===== src/rtl/seq_mem_pkg.sv =====
// seq_mem_pkg
// Shared definitions for the sequential memory arbiter slice:
//   state_t     - arbiter FSM states
//   REQ_FETCH   - requester id / grant bit index of the fetch stage
//   REQ_DATA    - requester id / grant bit index of the data stage
//   DEF_ADDR_W  - default word-address width of the data memory
//   DEF_LAT     - default memory read latency in cycles
package seq_mem_pkg;

  typedef enum logic [1:0] {
    ST_IDLE  = 2'd0,
    ST_ISSUE = 2'd1,
    ST_WAIT  = 2'd2,
    ST_RESP  = 2'd3
  } state_t;

  localparam logic REQ_FETCH = 1'b0;
  localparam logic REQ_DATA  = 1'b1;

  localparam int DEF_ADDR_W = 11;
  localparam int DEF_LAT    = 2;

endpackage


===== src/rtl/seq_mem_grant.sv =====
// seq_mem_grant
// Picks one requester from the fetch and data request lines.
// Configuration macro: SEQ_MEM_ARB_RR_EN
//   undefined - fixed priority, data wins a tie, no pointer input
//   defined   - round robin, a tie goes to the requester not granted last
// Ports:
//   f_req     in   fetch request
//   d_req     in   data request
//   last_data in   (RR build only) 1 = data was granted last
//   grant     out  one-hot grant, indexed by REQ_FETCH / REQ_DATA
module seq_mem_grant
  import seq_mem_pkg::*;
(
  input  logic       f_req,
  input  logic       d_req,
`ifdef SEQ_MEM_ARB_RR_EN
  input  logic       last_data,
`endif
  output logic [1:0] grant
);

  always_comb begin
    grant = '0;
    if (f_req && d_req) begin
`ifdef SEQ_MEM_ARB_RR_EN
      // Reset value of the pointer means "fetch last", so data wins the first tie.
      if (last_data) grant[REQ_FETCH] = 1'b1;
      else           grant[REQ_DATA]  = 1'b1;
`else
      grant[REQ_DATA] = 1'b1;
`endif
    end else if (d_req) begin
      grant[REQ_DATA] = 1'b1;
    end else if (f_req) begin
      grant[REQ_FETCH] = 1'b1;
    end
  end

endmodule


===== src/rtl/seq_mem_arbiter.sv =====
// seq_mem_arbiter
// Shares one single-port data memory between the fetch stage and the data
// stage of a sequential processor. One access in flight at a time:
//   IDLE -> ISSUE (m_en) -> WAIT (LAT cycles) -> RESP (ack) -> IDLE
//   IDLE -> RESP directly when the address is out of range.
// Configuration macro: SEQ_MEM_ARB_RR_EN (round-robin tie break; default is
// fixed data-over-fetch priority).
// Ports:
//   clk, rst                      clock, synchronous active-high reset
//   f_req/f_addr                  fetch request and word address
//   f_ack/f_rdata/f_err           fetch completion pulse, data, address error
//   d_req/d_we/d_addr/d_wdata     data-stage request
//   d_ack/d_rdata/d_err           data completion pulse, data, address error
//   m_en/m_we/m_addr/m_wdata      memory strobe, write enable, address, data
//   m_rdata                       memory read data, valid LAT cycles after m_en
//   busy                          high whenever the FSM is not IDLE
module seq_mem_arbiter
  import seq_mem_pkg::*;
#(
  parameter int ADDR_W = DEF_ADDR_W,
  parameter int LAT    = DEF_LAT
) (
  input  logic              clk,
  input  logic              rst,
  input  logic              f_req,
  input  logic [63:0]       f_addr,
  output logic              f_ack,
  output logic [63:0]       f_rdata,
  output logic              f_err,
  input  logic              d_req,
  input  logic              d_we,
  input  logic [63:0]       d_addr,
  input  logic [63:0]       d_wdata,
  output logic              d_ack,
  output logic [63:0]       d_rdata,
  output logic              d_err,
  output logic              m_en,
  output logic              m_we,
  output logic [ADDR_W-1:0] m_addr,
  output logic [63:0]       m_wdata,
  input  logic [63:0]       m_rdata,
  output logic              busy
);

  state_t              state_q, state_d;
  logic [3:0]          cnt_q;
  logic                gnt_id_q;
  logic                we_q;
  logic [ADDR_W-1:0]   addr_q;
  logic [63:0]         wdata_q;
  logic [63:0]         rdata_q;
  logic                err_q;

  logic [1:0]          grant;
  logic                any_req;
  logic                sel_id;
  logic [63:0]         sel_addr;
  logic                sel_we;
  logic                sel_err;

`ifdef SEQ_MEM_ARB_RR_EN
  logic                last_data_q;
`endif

  seq_mem_grant u_grant (
    .f_req     (f_req),
    .d_req     (d_req),
`ifdef SEQ_MEM_ARB_RR_EN
    .last_data (last_data_q),
`endif
    .grant     (grant)
  );

  assign any_req  = f_req | d_req;
  assign sel_id   = grant[REQ_DATA] ? REQ_DATA : REQ_FETCH;
  assign sel_addr = (sel_id == REQ_DATA) ? d_addr : f_addr;
  assign sel_we   = (sel_id == REQ_DATA) & d_we;
  // Any bit above the memory's word range makes the address illegal.
  assign sel_err  = |sel_addr[63:ADDR_W];

  always_ff @(posedge clk) begin
    if (rst) state_q <= ST_IDLE;
    else     state_q <= state_d;
  end

  always_comb begin
    state_d = state_q;
    busy    = 1'b1;
    m_en    = 1'b0;
    m_we    = 1'b0;
    f_ack   = 1'b0;
    d_ack   = 1'b0;
    case (state_q)
      ST_IDLE: begin
        busy = 1'b0;
        if (any_req) state_d = sel_err ? ST_RESP : ST_ISSUE;
      end
      ST_ISSUE: begin
        m_en    = 1'b1;
        m_we    = we_q;
        state_d = ST_WAIT;
      end
      ST_WAIT: begin
        if (cnt_q == 4'(LAT)) state_d = ST_RESP;
      end
      ST_RESP: begin
        f_ack   = (gnt_id_q == REQ_FETCH);
        d_ack   = (gnt_id_q == REQ_DATA);
        state_d = ST_IDLE;
      end
      default: state_d = ST_IDLE;
    endcase
  end

  // Request fields are frozen at the grant edge so the requester's later
  // changes cannot disturb the access in flight.
  always_ff @(posedge clk) begin
    if (rst) begin
      cnt_q    <= '0;
      gnt_id_q <= REQ_FETCH;
      we_q     <= 1'b0;
      addr_q   <= '0;
      wdata_q  <= '0;
      rdata_q  <= '0;
      err_q    <= 1'b0;
    end else begin
      case (state_q)
        ST_IDLE: begin
          if (any_req) begin
            gnt_id_q <= sel_id;
            we_q     <= sel_we;
            addr_q   <= sel_addr[ADDR_W-1:0];
            wdata_q  <= (sel_id == REQ_DATA) ? d_wdata : 64'd0;
            err_q    <= sel_err;
            rdata_q  <= '0;
            cnt_q    <= '0;
          end
        end
        ST_ISSUE: cnt_q <= 4'd1;
        ST_WAIT: begin
          // cnt_q == LAT marks cycle ISSUE+LAT, the one carrying m_rdata.
          if (cnt_q == 4'(LAT)) rdata_q <= we_q ? 64'd0 : m_rdata;
          else                  cnt_q   <= cnt_q + 4'd1;
        end
        default: ;
      endcase
    end
  end

`ifdef SEQ_MEM_ARB_RR_EN
  // Zero means "fetch granted last".
  always_ff @(posedge clk) begin
    if (rst)                              last_data_q <= 1'b0;
    else if (state_q == ST_IDLE && any_req) last_data_q <= sel_id;
  end
`endif

  assign m_addr  = m_en  ? addr_q  : '0;
  assign m_wdata = m_en  ? wdata_q : '0;
  assign f_rdata = f_ack ? rdata_q : '0;
  assign f_err   = f_ack & err_q;
  assign d_rdata = d_ack ? rdata_q : '0;
  assign d_err   = d_ack & err_q;

endmodule


===== config.mk =====
export PLATFORM = sky130hd
export DESIGN_NAME = seq_mem_arbiter
export DESIGN_NICKNAME = d
export VERILOG_FILES = /design/src/rtl/seq_mem_pkg.sv /design/src/rtl/seq_mem_grant.sv /design/src/rtl/seq_mem_arbiter.sv
export SDC_FILE = /design/constraint.sdc
export NUM_CORES = 1
export LEC_CHECK = 0
export CORE_AREA = 2 2 182 184
export DETAILED_ROUTE_END_ITERATION = 16
export DIE_AREA = 0 0 184 186
export GPL_TIMING_DRIVEN = 1
export PLACE_DENSITY_LB_ADDON = 0.08
export SLEW_MARGIN = 40
export SYNTH_ARGS = -nofsm -noshare
export SYNTH_HDL_FRONTEND = slang
export SYNTH_HIERARCHICAL = 1
export SYNTH_SLANG_ARGS = --single-unit

===== constraint.sdc =====
create_clock -name clk -period 2 [get_ports clk]
set_input_delay 0.3 -clock clk [delete_from_list [all_inputs] [get_ports clk]]
set_output_delay 0.3 -clock clk [all_outputs]
set_load 0.01 [all_outputs]

==> results.md <==
* Status: finished, violations left
* Failing checks: negative setup slack
* Leak at 5.84 nW
* Yosys warns at 6
* P_sw at 0.00522 W
* Post-layout min period at 2.16 ns
* Pint at 0.00846 W
* DRT iter0 DRCs at 322
* # rows at 66
* Largest net degree at the start of global routing at 81
* IO Pins at 471
* Fillers at 3275
* Cts hold-fix bufs at 0
* Crit-path max FO at 4
* Placer Congestion at 0.814
* Hold Path Class: in2reg
* Slew margin rel. at 68.4%
* Area growth syn-to-layout at 88.6%
* DRC errors left at 0
* CTS tree: yes
* CP startpoint: state_q[1]
* Clk_lat worst skew at 0.42 ns
* Syn avg cell area at 7.67 um2
* CORE AREA at 0.0322 mm2
* Routed len/inst at 19.1 um
* Vias in the first global route at 8221
* PortBufs at 470
* First-pass GRT wire length at 50400 um
* Initial antenna violation count at 0
* Reg clk slew, reported paths at 0.07 ns
* Critical R2R Launch: cnt_q[0]
* Slew Limit Fails at 0
* Setup crit start kind: flip-flop
* CP arrival at 1.86 ns
* Busiest layer in global routing: met2
* Max Buffers Root-to-Sink at 2
* Clk sinks at 148
* Met2 GRT Util at 33.0%
* Final nets at 1711
* CP required at 1.70 ns
* Met1 Track Usage GR at 23.4%
* Worst Tran Pin Value at 0.474 ns
* Cell at the root of the clock tree: clkbuf_16
* Vias/cell at 4.58
* Pwr per Cell Area at 983 mW/mm2
* Share of power burned in registers at 27.7%
* Min Hold Slack at 0.264 ns
* Hold Violations, Final at 0
* Pre-CTS WS at -0.286 ns
* CTS Buf Count at 17
* Final Cycle Share at 108%
* Final core occ at 43.2%
* Die Height at 186 um
* Net Count, Synth at 1230
* Max_cap viols at 0
* Clock share of power at 23.1%
* H-tree Lvls at 4
* Full die area at 0.0342 mm2
* Clk_skew at 0.0123 ns
* Grt total ovfl at 0
* Endpoints failing setup at 124
* GR met3 Demand/Resource at 6.77%
* RSZ-0062 raised after global routing: true
* Critical Path End Type: primary output
* VDD IR max at 0.624 mV
* Post-DRT Antenna Nets at 0
* Layout cell share with drive strength beyond 1 at 27.1%
* Max Clk Rate at 463 MHz
* Initial Utilization at 22.9%
* Hold path startpoint: rst
* Switch share at 38.2%
* Cells after Synth at 962
* Vias at 8543
* Die W at 184 um
* Global Route Usage Sum at 19.3%
* Pre-antenna DRT Iters at 4
* Post-route setup slack at -0.161 ns
* Gate power share at 49.1%
* DP HPWL at 23500 um
* Mapped Area at 0.00738 mm2
* Crit Path Category: reg2out
* WL final at 35600 um
[routing by layer]
layer | vias to the layer above | wire length, um
met4 | 0 | 398
met2 | 284 | 17600
met3 | 18 | 2900
li1 | 4245 | -
met1 | 3996 | 14800
met5 | - | 0
[cell usage in the layout, fill, tap and decap left out, types with 11 or more instances in the layout]
cell and n:
nor4_1 22, buf_2 70, and3_1 64, nor2_1 22
buf_12 28, buf_6 70, dfxtp_1 145, clkbuf_2 21
nand2_1 135, mux2i_1 12, a21oi_1 123, dlygate4sd2_1 28
and2_4 59, a211oi_1 11, clkdlybuf4s50_1 258, clkbuf_16 22
nand3_1 123, buf_4 35, and2_1 83, clkdlybuf4s15_2 26
[timing repair]
item | 4_1_cts | 5_1_grt
pin swaps | 6 | 12
buffers inserted | 21 | 9
endpoints found under the setup margin | 210 | 226
gates resized for setup | 686 | 188
gates cloned | 11 | 8
[cell type report]
type,instances,area [um2],share of cell area (%)
sequential,148,2970,21.4
timing repair buffer,556,5630,40.4
tap,408,510,3.67
inverter,4,15.0,0.108
clock inverter,12,123,0.881
multi-input combinational,716,4230,30.4
antenna,1,2.50,0.0180
clock buffer,19,443,3.18
[sequential cells by signal (all words and copies together) (netlist names)]
signal	flops
we_q	1
cnt_q	4
err_q	1
rdata_q	64
wdata_q	64
state_q	2
addr_q	11
gnt_id_q	1
[metrics by stage]
step                power (W)  setup TNS (ns)  cell area [um2]  cells
finish                 0.0137           -8.18            13900   1864
global route           0.0146          -19.44            13900   1863
CTS                    0.0133           -9.84            13500   1852
detailed placement    0.00913           -3.12            12800   1789
global placement      0.00912          -0.470            12800   1789
floorplan             0.00653               0             7380    962
[worst paths after layout]
check / end / slack (ns) / cells after the start
hold / removal: wdata_q[23] / 0.26 / 2
hold reg to reg: wdata_q[18] / 0.45 / 2
setup reg to reg: rdata_q[27] / 0.08 / 8
setup / recovery: f_rdata[4] / -0.16 / 8
[worst max-delay path: stages, from the launching register on]
cell and delay (ns):
dfxtp_4 0.37, ha_4 0.18, nor2b_4 0.14, buf_6 0.13
buf_12 0.13, buf_16 0.13, buf_12 0.12, and2_4 0.14
buf_6 0.11
[power groups by stage]
stage | Combinational (W) | Sequential [W] | Clock, W
2_1_floorplan | 0.00285 | 0.00368 | 0
3_3_place_gp | 0.00530 | 0.00382 | 0
3_5_place_dp | 0.00531 | 0.00383 | 0
4_1_cts | 0.00619 | 0.00379 | 0.00328
5_1_grt | 0.00727 | 0.00386 | 0.00343
6_report | 0.00672 | 0.00379 | 0.00316
(Power assumes the default switching activity.)
==> patch: new RTL, same flow settings <==
Re-encode `state_t` (4 states) as one-hot, 4 bits wide.
--- a/src/rtl/seq_mem_pkg.sv
+++ b/src/rtl/seq_mem_pkg.sv
@@ -7,11 +7,11 @@
 //   DEF_LAT     - default memory read latency in cycles
 package seq_mem_pkg;
 
-  typedef enum logic [1:0] {
-    ST_IDLE  = 2'd0,
-    ST_ISSUE = 2'd1,
-    ST_WAIT  = 2'd2,
-    ST_RESP  = 2'd3
+  typedef enum logic [3:0] {
+    ST_IDLE  = 4'b0001,
+    ST_ISSUE = 4'b0010,
+    ST_WAIT  = 4'b0100,
+    ST_RESP  = 4'b1000
   } state_t;
 
   localparam logic REQ_FETCH = 1'b0;
Check against the original RTL: no difference found for any inputs over 10 cycles, from zero or initial values and one cycle with rst high; not proved beyond that.
==> patch against the unedited design <==
- the flow still finishes with violations (negative setup slack)
- non-clock buffer count is 27 higher
- global-route usage decreased by 0.12 points
- die area unchanged
- sequential cell count grew 2
- via count is 0.48% higher
- cell area is 4.9% higher
- synthesized area decreased by 1.9%
- routed wire length grew 4.2%
- setup slack worse by 0.083 ns
- highest routed layer unchanged
Power is not compared: it rests on default switching activity, and its combinational part moved more than twofold at a synthesized area within 25%.
==> patch: results (changes against the unedited design) <==
metric,value,unit,change
status,finished with violations,,
failed_checks,negative setup slack,,
gp_congestion,0.794,,-2.4%
routedWlPerCell,19.6,microns,+2.7%
pre_cts_ws,-0.168,ns,+0.118 ns
crit_path_max_fanout,6,,+2
worstMarginPinSlew,0.657,ns,+0.183 ns
dpl-instance-area,12700,sq um,-0.34%
htree_levels,4,,unchanged
arrival,1.94,ns,+0.08 ns
seq-power,3.18,mW,
grt_antenna_before_repair,2,,+2
wirelength,37.1,mm,+4.2%
clockBufferDepth,2,,unchanged
path_delay_family,simple AND/OR/NAND/NOR gates,,
fin_setup_tns,-26.84,ns,-18.66 ns
grtUsageMet2,31.9,%,-1.1 points
comb_power,1.55,mW,
fillers,3170,,-3.2%
hpwlAfterDp,24.5,mm,+4.2%
dr_total_vias,8584,,+0.48%
cts-resized-gates,320,,-53%
drive_above_1_share,34.8,%,+7.7 points
yosysWarnings,6,,unchanged
layout_setup_ws,-0.244,ns,-0.0826 ns
post-place-cells,1793,,+0.22%
post_cts_buffers,16,,-24%
grt_usage,19.2,%,-0.12 points
use_met1,24.4,%,+0.98 points
cts_made_buffers,17,,unchanged
ir_drop,414,uV,
syn_area_per_cell,7.62,sq um,-0.73%
final.setup_skew,0.0101,ns,-0.00215 ns
met3_usage,5.44,%,-1.3 points
grt_pass1_vias,8201,,-0.24%
grt_pass1_wl,50.0,mm,-0.79%
drt_iter0_markers,379,,+18%
slowest_delay,0.37,ns,about the same
portBuffers,470,,unchanged
start_util,22.5,%,-0.43 points
grt_max_degree,65,,-20%
syn-num-nets,1214,,-1.3%
fin_nets,1731,,+1.2%
clk_pin_slew,0.07,ns,about the same
setup-violations-final,196,,+58%
r2r_cells,9,,+1
-- patch: final timing paths --
kind	startpoint	end	slack, ns
worst min-delay path	rst	wdata_q[49]$_SDFFE_PP0P_	0.40
worst max register to register	state_q[2]$_SDFFE_PP0P_	state_q[0]$_SDFFE_PP1P_	0.01
worst min register to register	wdata_q[54]$_SDFFE_PP0P_	wdata_q[54]$_SDFFE_PP0P_	0.45
worst max-delay path	state_q[2]$_SDFFE_PP0P_	d_rdata[18]	-0.24
-- patch: cell type report --
cell class / instances / area [sq um] / area share [%]
Inverter: 2 / 7.51 / 0.0514
Antenna cell: 3 / 7.51 / 0.0514
Sequential cell: 150 / 3010 / 20.6
Tap cell: 408 / 510 / 3.50
Timing Repair Buffer: 583 / 6180 / 42.4
Clock buffer: 17 / 425 / 2.91
Multi-Input combinational cell: 714 / 4290 / 29.4
Clock inverter: 15 / 164 / 1.12
-- patch: metal layers --
layer	part of all wire, %	wire (microns)
met3	6.9	2550
met4	1.1	398
met2	48	17900
met5	0	0
met1	44	16200
